### src/rtl/adc_spi_pkg.sv
// Shared types and frame-geometry helpers for the multi-channel LTC2315-class SPI reader.
package adc_spi_pkg;

   typedef enum logic [1:0] {
      IDLE,
      SETUP,
      SHIFT,
      QUIET
   } state_t;

   function automatic int unsigned frame_len(input int unsigned sck_div,
                                             input int unsigned frame_bits,
                                             input int unsigned t_quiet);
      return sck_div + 2 * sck_div * frame_bits + t_quiet;
   endfunction

   function automatic int unsigned sck_period(input int unsigned sck_div);
      return 2 * sck_div;
   endfunction

   function automatic int unsigned data_lsb(input int unsigned frame_bits,
                                            input int unsigned lead_bits,
                                            input int unsigned data_bits);
      return frame_bits - lead_bits - data_bits;
   endfunction

   function automatic bit layout_ok(input int unsigned frame_bits,
                                    input int unsigned lead_bits,
                                    input int unsigned data_bits);
      return (lead_bits + data_bits) <= frame_bits;
   endfunction

   localparam int unsigned DEFAULT_FRAME_LEN  = frame_len(2, 16, 4);
   localparam int unsigned DEFAULT_SCK_PERIOD = sck_period(2);
   localparam int unsigned DEFAULT_DATA_LSB   = data_lsb(16, 1, 12);

endpackage

### src/rtl/adc_spi_lane.sv
// One channel's deserialiser: MSB-first shift register, shifted on each SCK rising edge.
module adc_spi_lane #(
   parameter int unsigned FRAME_BITS = 16,
   parameter int unsigned LEAD_BITS  = 1,
   parameter int unsigned DATA_BITS  = 12
) (
   input  logic                 clk_100,
   input  logic                 reset,
   input  logic                 shift_en,
   input  logic                 sdo,
   output logic [DATA_BITS-1:0] data
);

   // Leading bits fall off the top after FRAME_BITS shifts, so they need no storage.
   localparam int unsigned SREG_BITS = FRAME_BITS - LEAD_BITS;

   logic [SREG_BITS-1:0] sreg;

   // NOTE: shift registers are reset so an aborted frame never leaks into a later result.
   always_ff @(posedge clk_100 or posedge reset) begin
      if (reset) sreg <= '0;
      else if (shift_en) sreg <= {sreg[SREG_BITS-2:0], sdo};
   end

   assign data = sreg[SREG_BITS-1 -: DATA_BITS];

endmodule

### src/rtl/adc_spi_array.sv
// Sequencer for N_CH ADCs on a shared SCK/CS pair; all channels are deserialised in parallel.
module adc_spi_array
   import adc_spi_pkg::*;
#(
   parameter int unsigned N_CH       = 4,
   parameter int unsigned FRAME_BITS = 16,
   parameter int unsigned DATA_BITS  = 12,
   parameter int unsigned LEAD_BITS  = 1,
   parameter int unsigned SCK_DIV    = 2,
   parameter int unsigned T_QUIET    = 4
) (
   input  logic                      clk_100,
   input  logic                      reset,
   input  logic                      start,
   input  logic                      cont,
   input  logic [N_CH-1:0]           sdo,
   output logic                      sck,
   output logic                      CS,
   output logic                      busy,
   output logic                      en,
   output logic [N_CH*DATA_BITS-1:0] adc_data,
   output logic                      overrun
);

   if (!layout_ok(FRAME_BITS, LEAD_BITS, DATA_BITS)) begin : g_layout_check
      $error("adc_spi_array: LEAD_BITS + DATA_BITS exceeds FRAME_BITS");
   end

   localparam int unsigned CNT_MAX = (SCK_DIV > T_QUIET) ? SCK_DIV : T_QUIET;
   localparam int unsigned CNT_W   = $clog2(CNT_MAX + 1);
   localparam int unsigned BIT_W   = (FRAME_BITS > 1) ? $clog2(FRAME_BITS) : 1;

   localparam logic [CNT_W-1:0] SCK_LAST   = CNT_W'(SCK_DIV - 1);
   localparam logic [CNT_W-1:0] QUIET_LAST = CNT_W'(T_QUIET - 1);
   localparam logic [BIT_W-1:0] BIT_LAST   = BIT_W'(FRAME_BITS - 1);

   state_t                          state;
   logic [CNT_W-1:0]                cnt;
   logic [BIT_W-1:0]                bit_cnt;
   logic                            shift_en;
   logic [N_CH-1:0][DATA_BITS-1:0]  lane_data;

   // NOTE: shift_en is decoded combinationally so lanes sample sdo on the very edge that raises sck.
   assign shift_en = (state == SHIFT) && !sck && (cnt == SCK_LAST);

   for (genvar i = 0; i < N_CH; i++) begin : g_lane
      adc_spi_lane #(
         .FRAME_BITS(FRAME_BITS),
         .LEAD_BITS (LEAD_BITS),
         .DATA_BITS (DATA_BITS)
      ) u_lane (
         .clk_100 (clk_100),
         .reset   (reset),
         .shift_en(shift_en),
         .sdo     (sdo[i]),
         .data    (lane_data[i])
      );
   end

   // NOTE: all state and outputs use non-blocking assignments so every register updates from pre-edge values.
   always_ff @(posedge clk_100 or posedge reset) begin
      if (reset) begin
         state    <= IDLE;
         cnt      <= '0;
         bit_cnt  <= '0;
         sck      <= 1'b0;
         CS       <= 1'b1;
         busy     <= 1'b0;
         en       <= 1'b0;
         overrun  <= 1'b0;
         adc_data <= '0;
      end else begin
         en <= 1'b0;
         if (state != IDLE && start && !cont) overrun <= 1'b1;

         case (state)
            IDLE: begin
               if (start || cont) begin
                  state <= SETUP;
                  CS    <= 1'b0;
                  busy  <= 1'b1;
                  cnt   <= '0;
                  if (start) overrun <= 1'b0;
               end
            end
            SETUP: begin
               if (cnt == SCK_LAST) begin
                  state   <= SHIFT;
                  cnt     <= '0;
                  bit_cnt <= '0;
               end else begin
                  cnt <= cnt + 1'b1;
               end
            end
            SHIFT: begin
               if (cnt == SCK_LAST) begin
                  cnt <= '0;
                  sck <= ~sck;
                  // End of a high phase closes one bit; the last one also closes the frame.
                  if (sck) begin
                     if (bit_cnt == BIT_LAST) begin
                        state <= QUIET;
                        CS    <= 1'b1;
                     end else begin
                        bit_cnt <= bit_cnt + 1'b1;
                     end
                  end
               end else begin
                  cnt <= cnt + 1'b1;
               end
            end
            QUIET: begin
               if (cnt == QUIET_LAST) begin
                  en  <= 1'b1;
                  cnt <= '0;
                  for (int i = 0; i < int'(N_CH); i++)
                     adc_data[i*DATA_BITS +: DATA_BITS] <= lane_data[i];
                  if (cont) begin
                     state <= SETUP;
                     CS    <= 1'b0;
                  end else begin
                     state <= IDLE;
                     busy  <= 1'b0;
                  end
               end else begin
                  cnt <= cnt + 1'b1;
               end
            end
            default: state <= IDLE;
         endcase
      end
   end

endmodule

### config.mk
export PLATFORM = sky130hd
export DESIGN_NAME = adc_spi_array
export DESIGN_NICKNAME = d
export VERILOG_FILES = /design/src/rtl/adc_spi_pkg.sv /design/src/rtl/adc_spi_lane.sv /design/src/rtl/adc_spi_array.sv
export SDC_FILE = /design/constraint.sdc
export NUM_CORES = 1
export LEC_CHECK = 0
export ABC_AREA = 1
export BUFFER_PORTS_ARGS = -buffer_cell sky130_fd_sc_hd__buf_2
export CORE_ASPECT_RATIO = 0.5
export CORE_MARGIN = 1.5
export CORE_UTILIZATION = 45
export DETAILED_ROUTE_END_ITERATION = 7
export PLACE_DENSITY_LB_ADDON = 0.1
export SYNTH_ARGS = -nofsm -noshare
export SYNTH_HDL_FRONTEND = slang
export SYNTH_SLANG_ARGS = --single-unit
### constraint.sdc
create_clock -name clk_100 -period 3.8 [get_ports clk_100]
set_input_delay 0 -clock clk_100 [delete_from_list [all_inputs] [get_ports clk_100]]
set_output_delay 0 -clock clk_100 [all_outputs]
set_load 0.02 [all_outputs]
==> impl_metrics.yaml <==
floorplanning:
  rows: 26
  dieHeight_um: 77
  ios: 61
  die_x_um: 151
  fp.dieArea_sq_um: 11600
  core_area_sq_um: 10400
  start_util: 0.472
power_and_ir_drop:
  power_density_nw_per_um2: 651
  power_frac_comb: 0.176
  ir_drop_mv: 0.443
  p_int_mw: 2.73
  p_clk_frac: 0.413
  p_sw_mw: 1.17
  sw_frac_of_total: 0.299
  total_leakage_power_nw: 2.99
  p_seq_frac: 0.411
timing:
  maxSlewHeadroom: 0.435
  tightest_slew_ps: 847
  hold_ws_ps: 296
  grt_setup_unrepaired: "false"
  fin_tns_setup_ps: 0
  layout_setup_ws_ps: 1570
  fin_crit_sh: 0.586
  slew_violations: 0
  setup_viol: 0
  fin_crit_ps: 2230
  clock_skew_ps: 7.19
  hold_viol: 0
  clock.fmax_mhz: 449
clocking:
  tritoncts: "built"
  clock_sinks: 122
  cts_max_path_buffers: 2
  clk_latency_ps: 410
  post_cts_resize_count: 0
  clock-root-buffer: "clkbuf_16"
  htreeDepth: 4
  clkTransAtPathRegs_ps: 60
  cts_made_buffers: 17
yosys:
  synth_mux_area_frac: 0
  synth_edf_count: 0
  synth_xor_area_frac: 0
  synth_area_sq_um: 4930
  yosys_warnings: 0
  yosysTopAreaCell: "dfrtp_1"
  yosysSeqAreaShare: 0.620
  postSynthCellCount: 519
  synth_flop_cell: "dfrtp_1"
  synth_seq_cells: 122
  synthTopCellsByCount: "nand2_1, dfrtp_1, o21ai_0, inv_1, nor2_1"
  synth_compound_gate_area_share: 0.130
  synth_fa_ha_area_frac: 0.0279
  yosys.cell_count.top_type: "nand2_1"
  synth_nets: 538
  async_reset_ff_frac: 1.00
  synth_top_area_share: 0.614
  avgSynthCellArea_sq_um: 9.50
  synth-simple-area-share: 0.136
  synth_top_family_by_area: "simple AND/OR/NAND/NOR gates"
  synthTopCellsByArea: "dfrtp_1, nand2_1, o21ai_0, inv_1, ha_1"
  synth_cell_types: 20
global_routing:
  antenna_found_initial: 0
  grt_overflow: 0
  met3_usage: 0.0649
  grt_util_met1: 0.231
  grt_pass1_wl_um: 15300
  busiest_layer: "met2"
  grt_util_met2: 0.253
  grtUsageTotal: 0.173
  grt_max_degree: 90
  grt_pass1_vias: 3289
critical_path:
  required_ps: 4130
  endpoint_kind: "register"
  cp_max_fo: 89
  crit_arrival_ps: 2560
  path_class: "reg2reg"
  cp-start-kind: "register"
placed_design:
  place_area_sq_um: 5290
  globalplace.congestion: 0.785
  dp_hpwl_um: 5800
  portBuffers: 60
  dp_slack_ps: 1570
status:
  status: "finished, final reports clean"
finish:
  diodes: 0
  area_delta_synth_final_pct: 21.2
  final_util: 0.572
  n_fill_cell: 941
  final_nets: 608
  final_cell_area_sq_um: 5970
  layout-drive-gt1-share: 0.189
route:
  drc_errors: 0
  firstDrtPassIters: 4
  vias_per_cell: 4.62
  antenna_left: 0
  dr.first_iter.drc_count: 150
  wl_um: 8810
  wl_per_cell_um: 11.9
  vias: 3425
min_path:
  min_path_type: "in2async"
job:
  drv_cap: 0
cell usage in the layout, fill, tap and decap left out, types with 8 or more instances in the layout:
cell type,count
ha_1,11
inv_1,68
o21ai_1,15
nor2_1,16
o21ai_2,10
clkbuf_16,17
o21ai_0,82
buf_2,60
nand2_1,146
a21oi_1,12
dfrtp_1,121
dlygate4sd3_1,8
state kept, by name, summed over array words and instances, names as in the netlist:
name and flops:
CS 1, adc_data 48, bit_cnt 4, busy 1, cnt 3, en 1, g_lane.u_lane.sreg 60, overrun 1
sck 1, state 2
path summary, 6_finish.rpt:
path                               start                         to  slack (ps)  cells past startpoint
worst max-delay path            state[0]  g_lane[0].u_lane.sreg[13]        1570                      8
worst min-delay path               reset               adc_data[39]         300                      3
worst max register to register  state[0]  g_lane[0].u_lane.sreg[13]        1570                      8
worst min register to register        CS                         CS         460                      2
max in group asynchronous          reset               adc_data[12]        2540                      4
min in group clk_100              sdo[3]   g_lane[3].u_lane.sreg[0]         380                      4
layer usage:
metal  vias to the layer above  wire length [um]
met3                        14               425
met4                         0               139
met1                      1585              4460
li1                       1775                 -
met5                         -                 0
met2                        51              3780
logic make-up (layout without fill, tap and decap cells):
family / after synthesis / after routing
DFF: 122 / 122
buffers and inverters: 93 / 176
and+or+nand+nor: 173 / 173
adders and majority gates: 11 / 11
AOI/OAI and AO/OA: 120 / 120
through the flow:
step / std cells / total power, mW
after floorplan: 519 / 2.16
after global placement: 702 / 2.28
after detailed placement: 702 / 2.30
after CTS: 742 / 3.94
after global routing: 742 / 4.13
final: 742 / 3.89
power groups by stage:
stage | Clock (mW) | Combinational [mW] | Sequential (mW)
after global placement | 0 | 0.672 | 1.61
final | 1.61 | 0.686 | 1.60
after global routing | 1.71 | 0.804 | 1.62
after floorplan | 0 | 0.524 | 1.63
after CTS | 1.65 | 0.699 | 1.60
after detailed placement | 0 | 0.684 | 1.62
timing repair:
item / in CTS / in global routing
buffers inserted: 0 / 0
hold buffers: 8 / 0
hold endpoints to repair: 75 / 0
worst max-delay path: stages, from the launching register on:
cell	delay [ps]
dfrtp_1	410
inv_1	120
ha_1	310
nand2_2	130
inv_2	50
nand2_4	580
buf_4	360
nand2_1	70
o21ai_1	80
cell type report:
class                      count  area [sq um]  area share
multi-input combinational    304          1450       0.243
timing repair buffer          74           425      0.0712
sequential                   122          3050       0.511
tap                          140           175      0.0293
clock inverter                14           161      0.0270
inverter                      70           265      0.0444
clock buffer                  18           439      0.0735
Note: power is estimated with default switching activity, not from simulation.
